<file path="src/rtl/fetch_pkg.sv">
// Shared types and constants for the fetch front end.
package fetch_pkg;

  typedef enum logic [1:0] {
    BOOT  = 2'd0,
    FETCH = 2'd1,
    HOLD  = 2'd2
  } fetch_state_e;

  localparam logic [31:0] INST_NOP = 32'h0000_0013;

  // Exception beats jump, jump beats branch.
  function automatic logic [31:0] redir_select(
    input logic        exc,
    input logic [31:0] exc_vec,
    input logic        jump,
    input logic [31:0] jump_tgt,
    input logic [31:0] br_tgt
  );
    logic [31:0] tgt;
    if (exc) begin
      tgt = exc_vec;
    end else if (jump) begin
      tgt = jump_tgt;
    end else begin
      tgt = br_tgt;
    end
    return tgt;
  endfunction

endpackage

</file>
<file path="src/rtl/fetch_redirect.sv">
// Redirect priority mux plus the register that remembers a redirect
// which arrived while a fetch was still waiting for its ack.
module fetch_redirect
  import fetch_pkg::*;
(
  input  logic        clk_i,
  input  logic        rst_n_i,
  input  logic        exc_i,
  input  logic [31:0] exc_vec_i,
  input  logic        jump_i,
  input  logic [31:0] jump_tgt_i,
  input  logic        br_taken_i,
  input  logic [31:0] br_tgt_i,
  input  logic        load_i,
  input  logic        clr_i,
  output logic        redir_o,
  output logic [31:0] redir_tgt_o,
  output logic        pend_v_o,
  output logic [31:0] pend_tgt_o
);

  logic        pend_v_r;
  logic [31:0] pend_tgt_r;

  assign redir_o     = exc_i | jump_i | br_taken_i;
  assign redir_tgt_o = redir_select(exc_i, exc_vec_i, jump_i, jump_tgt_i, br_tgt_i);
  assign pend_v_o    = pend_v_r;
  assign pend_tgt_o  = pend_tgt_r;

  // Pending redirect: newest one wins, dropped once the stale fetch returns.
  always_ff @(posedge clk_i or negedge rst_n_i) begin
    if (!rst_n_i) begin
      pend_v_r   <= 1'b0;
      pend_tgt_r <= 32'h0000_0000;
    end else if (clr_i) begin
      pend_v_r   <= 1'b0;
      pend_tgt_r <= pend_tgt_r;
    end else if (load_i && redir_o) begin
      pend_v_r   <= 1'b1;
      pend_tgt_r <= redir_tgt_o;
    end else begin
      pend_v_r   <= pend_v_r;
      pend_tgt_r <= pend_tgt_r;
    end
  end

endmodule

</file>
<file path="src/rtl/fetch_ctrl.sv">
// Fetch sequencer: drives next-PC, runs the imem req/ack handshake,
// resolves redirects and holds an instruction while decode stalls.
module fetch_ctrl
  import fetch_pkg::*;
#(
  parameter logic [31:0] RESET_VEC = 32'h0000_0000,
  parameter int unsigned TIMEOUT   = 16
) (
  input  logic        clk_i,
  input  logic        rst_n_i,
  input  logic [31:0] pc_i,
  input  logic [31:0] pc4_i,
  input  logic        stall_i,
  input  logic        exc_i,
  input  logic [31:0] exc_vec_i,
  input  logic        jump_i,
  input  logic [31:0] jump_tgt_i,
  input  logic        br_taken_i,
  input  logic [31:0] br_tgt_i,
  output logic        imem_req_o,
  output logic [31:0] imem_addr_o,
  input  logic        imem_ack_i,
  input  logic [31:0] imem_rdata_i,
  output logic [31:0] inst_o,
  output logic        inst_valid_o,
  output logic [31:0] npc_o,
  output logic        fetch_err_o
);

  localparam int unsigned    CNT_W    = $clog2(TIMEOUT);
  localparam logic [CNT_W-1:0] CNT_LAST = CNT_W'(TIMEOUT - 1);

  fetch_state_e     state_r;
  fetch_state_e     state_nxt_s;
  logic [31:0]      ibuf_r;
  logic [CNT_W-1:0] cnt_r;
  logic             err_r;

  logic             redir_s;
  logic [31:0]      redir_tgt_s;
  logic             pend_v_s;
  logic [31:0]      pend_tgt_s;
  logic             pend_load_s;
  logic             pend_clr_s;
  logic             ibuf_load_s;

  fetch_redirect u_redirect (
    .clk_i       (clk_i),
    .rst_n_i     (rst_n_i),
    .exc_i       (exc_i),
    .exc_vec_i   (exc_vec_i),
    .jump_i      (jump_i),
    .jump_tgt_i  (jump_tgt_i),
    .br_taken_i  (br_taken_i),
    .br_tgt_i    (br_tgt_i),
    .load_i      (pend_load_s),
    .clr_i       (pend_clr_s),
    .redir_o     (redir_s),
    .redir_tgt_o (redir_tgt_s),
    .pend_v_o    (pend_v_s),
    .pend_tgt_o  (pend_tgt_s)
  );

  // The address is simply the PC; npc_o = pc_i keeps it stable until ack.
  assign imem_addr_o = pc_i;
  assign fetch_err_o = err_r;

  // Per-state outputs, next PC and next state.
  always_comb begin
    state_nxt_s  = state_r;
    imem_req_o   = 1'b0;
    inst_o       = 32'h0000_0000;
    inst_valid_o = 1'b0;
    npc_o        = RESET_VEC;
    pend_load_s  = 1'b0;
    pend_clr_s   = 1'b0;
    ibuf_load_s  = 1'b0;
    case (state_r)
      BOOT: begin
        npc_o       = RESET_VEC;
        state_nxt_s = FETCH;
      end
      FETCH: begin
        imem_req_o = 1'b1;
        inst_o     = imem_rdata_i;
        if (!imem_ack_i) begin
          npc_o       = pc_i;
          pend_load_s = 1'b1;
        end else if (redir_s || pend_v_s) begin
          // Returning instruction is stale: drop it, current redirect first.
          npc_o      = redir_s ? redir_tgt_s : pend_tgt_s;
          pend_clr_s = 1'b1;
        end else if (!stall_i) begin
          inst_valid_o = 1'b1;
          npc_o        = pc4_i;
        end else begin
          inst_valid_o = 1'b1;
          npc_o        = pc_i;
          ibuf_load_s  = 1'b1;
          state_nxt_s  = HOLD;
        end
      end
      HOLD: begin
        inst_o       = ibuf_r;
        inst_valid_o = 1'b1;
        if (redir_s) begin
          inst_valid_o = 1'b0;
          npc_o        = redir_tgt_s;
          state_nxt_s  = FETCH;
        end else if (!stall_i) begin
          npc_o       = pc4_i;
          state_nxt_s = FETCH;
        end else begin
          npc_o = pc_i;
        end
      end
      default: begin
        state_nxt_s = BOOT;
      end
    endcase
  end

  // State, held instruction, ack-wait counter and sticky timeout flag.
  always_ff @(posedge clk_i or negedge rst_n_i) begin
    if (!rst_n_i) begin
      state_r <= BOOT;
      ibuf_r  <= 32'h0000_0000;
      cnt_r   <= '0;
      err_r   <= 1'b0;
    end else begin
      state_r <= state_nxt_s;
      if (ibuf_load_s) begin
        ibuf_r <= imem_rdata_i;
      end else begin
        ibuf_r <= ibuf_r;
      end
      if ((state_r == FETCH) && !imem_ack_i) begin
        if (cnt_r == CNT_LAST) begin
          cnt_r <= cnt_r;
          err_r <= 1'b1;
        end else begin
          cnt_r <= cnt_r + CNT_W'(1);
          err_r <= err_r;
        end
      end else begin
        cnt_r <= '0;
        err_r <= err_r;
      end
    end
  end

endmodule

</file>
<file path="config.mk">
export PLATFORM = sky130hd
export DESIGN_NAME = fetch_ctrl
export DESIGN_NICKNAME = d
export VERILOG_FILES = /design/src/rtl/fetch_pkg.sv /design/src/rtl/fetch_redirect.sv /design/src/rtl/fetch_ctrl.sv
export SDC_FILE = /design/constraint.sdc
export NUM_CORES = 1
export LEC_CHECK = 0
export ABC_CLOCK_PERIOD_IN_PS = 6190
export BUFFER_PORTS_ARGS = -buffer_cell sky130_fd_sc_hd__buf_2
export CAP_MARGIN = 15
export CORE_MARGIN = 2
export CORE_UTILIZATION = 35
export DETAILED_ROUTE_END_ITERATION = 7
export GPL_TIMING_DRIVEN = 1
export HOLD_SLACK_MARGIN = 0.12
export SLEW_MARGIN = 15
export SYNTH_ARGS = -nofsm -noshare
export SYNTH_HDL_FRONTEND = slang
export SYNTH_HIERARCHICAL = 1
export SYNTH_SLANG_ARGS = --single-unit
</file>
<file path="constraint.sdc">
create_clock -name clk_i -period 6.19 [get_ports clk_i]
set_input_delay 1.238 -clock clk_i [delete_from_list [all_inputs] [get_ports clk_i]]
set_output_delay 1.238 -clock clk_i [all_outputs]
set_load 0.005 [all_outputs]
</file>
==> results.md <==
- Std-Cell Rows: 49
- Layout cell share with drive strength beyond 1: 50.39%
- Initial antenna violation count: 2
- Multi-input gate area: 3901 um2
- Critical path endpoint category: output port
- Core area: 17900 um2
- Cell breakdown of the critical path: buf_2 -> nor3_4 -> inv_2 -> nor2b_2 -> a22oi_1 -> o221a_2 -> nor2_1 -> buf_2
- RR Endpoint: u_redirect/pend_tgt_o[23]
- Relative slew slack: 22.12%
- Synthesis-to-layout area growth: 22.93%
- MaxCap Viol Count: 0
- Fin crit share: 74.50%
- Post-synthesis sequential area ratio: 28.27%
- DP Area: 7561 um2
- Count of pins over their slew limit: 0
- Post-CTS Repair Setup Buffers: 0
- Tmin final: 4611 ps
- Syn Nets: 874
- Vias in the first global route: 5878
- Synth area leader: dfrtp_1
- Worst min-delay path class: flip-flop to flip-flop
- WL per Instance: 18.34 um
- Slowest stage delay, CP: 820 ps
- DR vias: 5982
- Die Footprint: 19300 um2
- RSZ-0062 raised after global routing: false
- Reg2reg start: state_r[1]
- Pre-CTS setup slack: 1580 ps
- Die width: 138.9 um
- CTS Buf Count: 9
- Reg2reg setup slack: 2520 ps
- Fmax: 0.2169 GHz
- Port bufs: 297
- Routability cong.: 0.8066
- Library cells used by synthesis: 50
- Setup_tns: 0 ps
- Cell mode on critical path: buf_2
- Number of vias per cell: 5.332
- Sequential Area: 1802 um2
- CP Class: input port to output port
- Fin nets: 1093
- Yosys warnings: 6
- Status: finished, final reports clean
- Post-Route WL: 20.58 mm
- DRT antenna net count: 0
- Diode count: 0
- Final Core Density: 43.76%
- Tot Pwr: 2.428 mW
- Yosys reg bits: 72
- Reg clk slew, reported paths: 50 ps
- Sink Count: 72
- First-pass GRT wire length: 32.50 mm
- Clock Tree Buf Depth: 2
- Worst Path Required: 4950 ps
- Hold path depth: 1
- Top FF cell, synth: dfrtp_1
- Final Setup Violations: 0
- I/O pin count: 298
- Synthesized area: 6372 um2
- Crit path max fanout: 24
- Initial core utilization: 35.60%
- Synth top area cells: dfrtp_1 (28%), a22oi_1 (8.1%), mux2_4 (7.1%)
- Worst EP arrival: 3370 ps
- Worst reg2reg path depth: 7
- EDFF count, synth: 0
- Worst Tran Pin Value: 1168 ps
- GR Overflow Total: 0
- Later-pin clock latency in the skew report: 340 ps
- Yosys top cell area share: 28.27%
- Synth Instances: 670
- DRT Pass-1 Iters: 5
- Final Instance Area: 7834 um2
- Commonest non-fill, non-tap cell in the layout: buf_2
- PwrDens: 310.0 nW/um2
- Root Driver: clkbuf_16
- Worst-case clock skew: 4.249 ps
- Worst Hold Path EP: fetch_err_o
- Fill cells: 1823
- Pleak: 3.832 nW
- H-tree level count: 3
- Residual DRC count: 0
- Post-DP HPWL: 14.05 mm
- Die Y: 138.9 um
- Synth Area per Inst: 9.511 um2
- GRT Total Usage: 20.96%
- Commonest cells after routing, fill and taps aside: buf_2 (296), nor2_1 (87), dfrtp_1 (72), a22oi_1 (69), nor2b_1 (63)
- DRT iter0 DRCs: 270
- VDD IR max: 199.7 uV
- Largest net degree at the start of global routing: 73
- CP max stage cell: nor2b_2
- Final Hold Fails: 0
- TritonCTS clock tree: yes
- Critical hold path startpoint: fetch_err_o
- Startpoint Class: input port
- Asr flop ratio synth: 100.0%
- CTS Hold Bufs: 0
- Worst setup margin: 1579 ps
- # resized after CTS: 0
==> critical path: cells and delay by family <==
family / cells / cell delay [ps]
AO/OA/AOI/OAI: 2 / 490
buffers and inverters: 3 / 510
AND/OR/NAND/NOR: 3 / 1120
==> metrics by stage <==
stage,std cells,hold WS (ps)
global placement,1107,473.4
CTS,1122,481.1
floorplan,670,467.8
detailed placement,1107,465.0
global route,1122,509.4
finish,1122,475.2
==> worst max-delay path by stage <==
stage,start,end,slack [ps],depth (start not counted)
2_1_floorplan,jump_i,npc_o[14],2420,8
3_3_place_gp,jump_i,npc_o[24],1600,8
6_report,jump_i,npc_o[10],1580,8
3_5_place_dp,jump_i,npc_o[10],1580,8
4_1_cts,jump_i,npc_o[10],1570,8
5_1_grt,state_r[1],npc_o[18],1350,7
==> cells by family after synthesis <==
family / share of synthesized area (%)
muxes: 14.90
xor gates and xnor gates: 0.1375
AOI/OAI and AO/OA: 29.75
buffers and inverters: 10.70
and+or+nand+nor: 15.26
adders and majority gates: 0.9817
DFF: 28.27
==> cell type report <==
type | count | area share, %
repair buffers | 304 | 19.68
multi-input cells | 494 | 49.80
inverters | 8 | 0.3833
well taps | 229 | 3.658
clock inverters | 4 | 0.2556
flip-flops and latches | 72 | 23.00
clock buffers | 11 | 3.226
==> registers in the layout, summed over array words and instances, names as in the netlist <==
signal,count
cnt_r,4
fetch_err_o,1
ibuf_r,32
state_r,2
u_redirect/pend_tgt_o,32
u_redirect/pend_v_o,1
==> cell usage after synthesis (3+ instances only) <==
cell	n
nand2_1	14
inv_1	6
and2b_1	3
a22oi_1	69
nor2b_1	64
buf_6	5
nor2_1	87
o221a_2	18
a211oi_1	3
a211oi_2	30
mux2_4	30
buf_12	4
o211ai_1	13
ha_1	5
mux2_2	15
o31ai_2	29
nand2b_1	4
mux2i_1	33
buf_4	36
nand3_1	15
clkbuf_1	22
buf_2	23
o31ai_1	3
o21ai_0	36
dfrtp_1	72
==> power by group <==
part           switching, mW  total, mW  internal, mW
clock network          0.198      0.486         0.288
registers              0.107      0.777         0.669
logic                  0.622       1.17         0.543
==> layer usage <==
layer	wire, um	vias up	GRT usage (%)
li1	-	2873	-
met1	9415	2863	28.49
met2	9487	218	33.58
met3	1303	24	4.800
met4	345	4	5.848
met5	26	-	0
(Power assumes the default switching activity.)
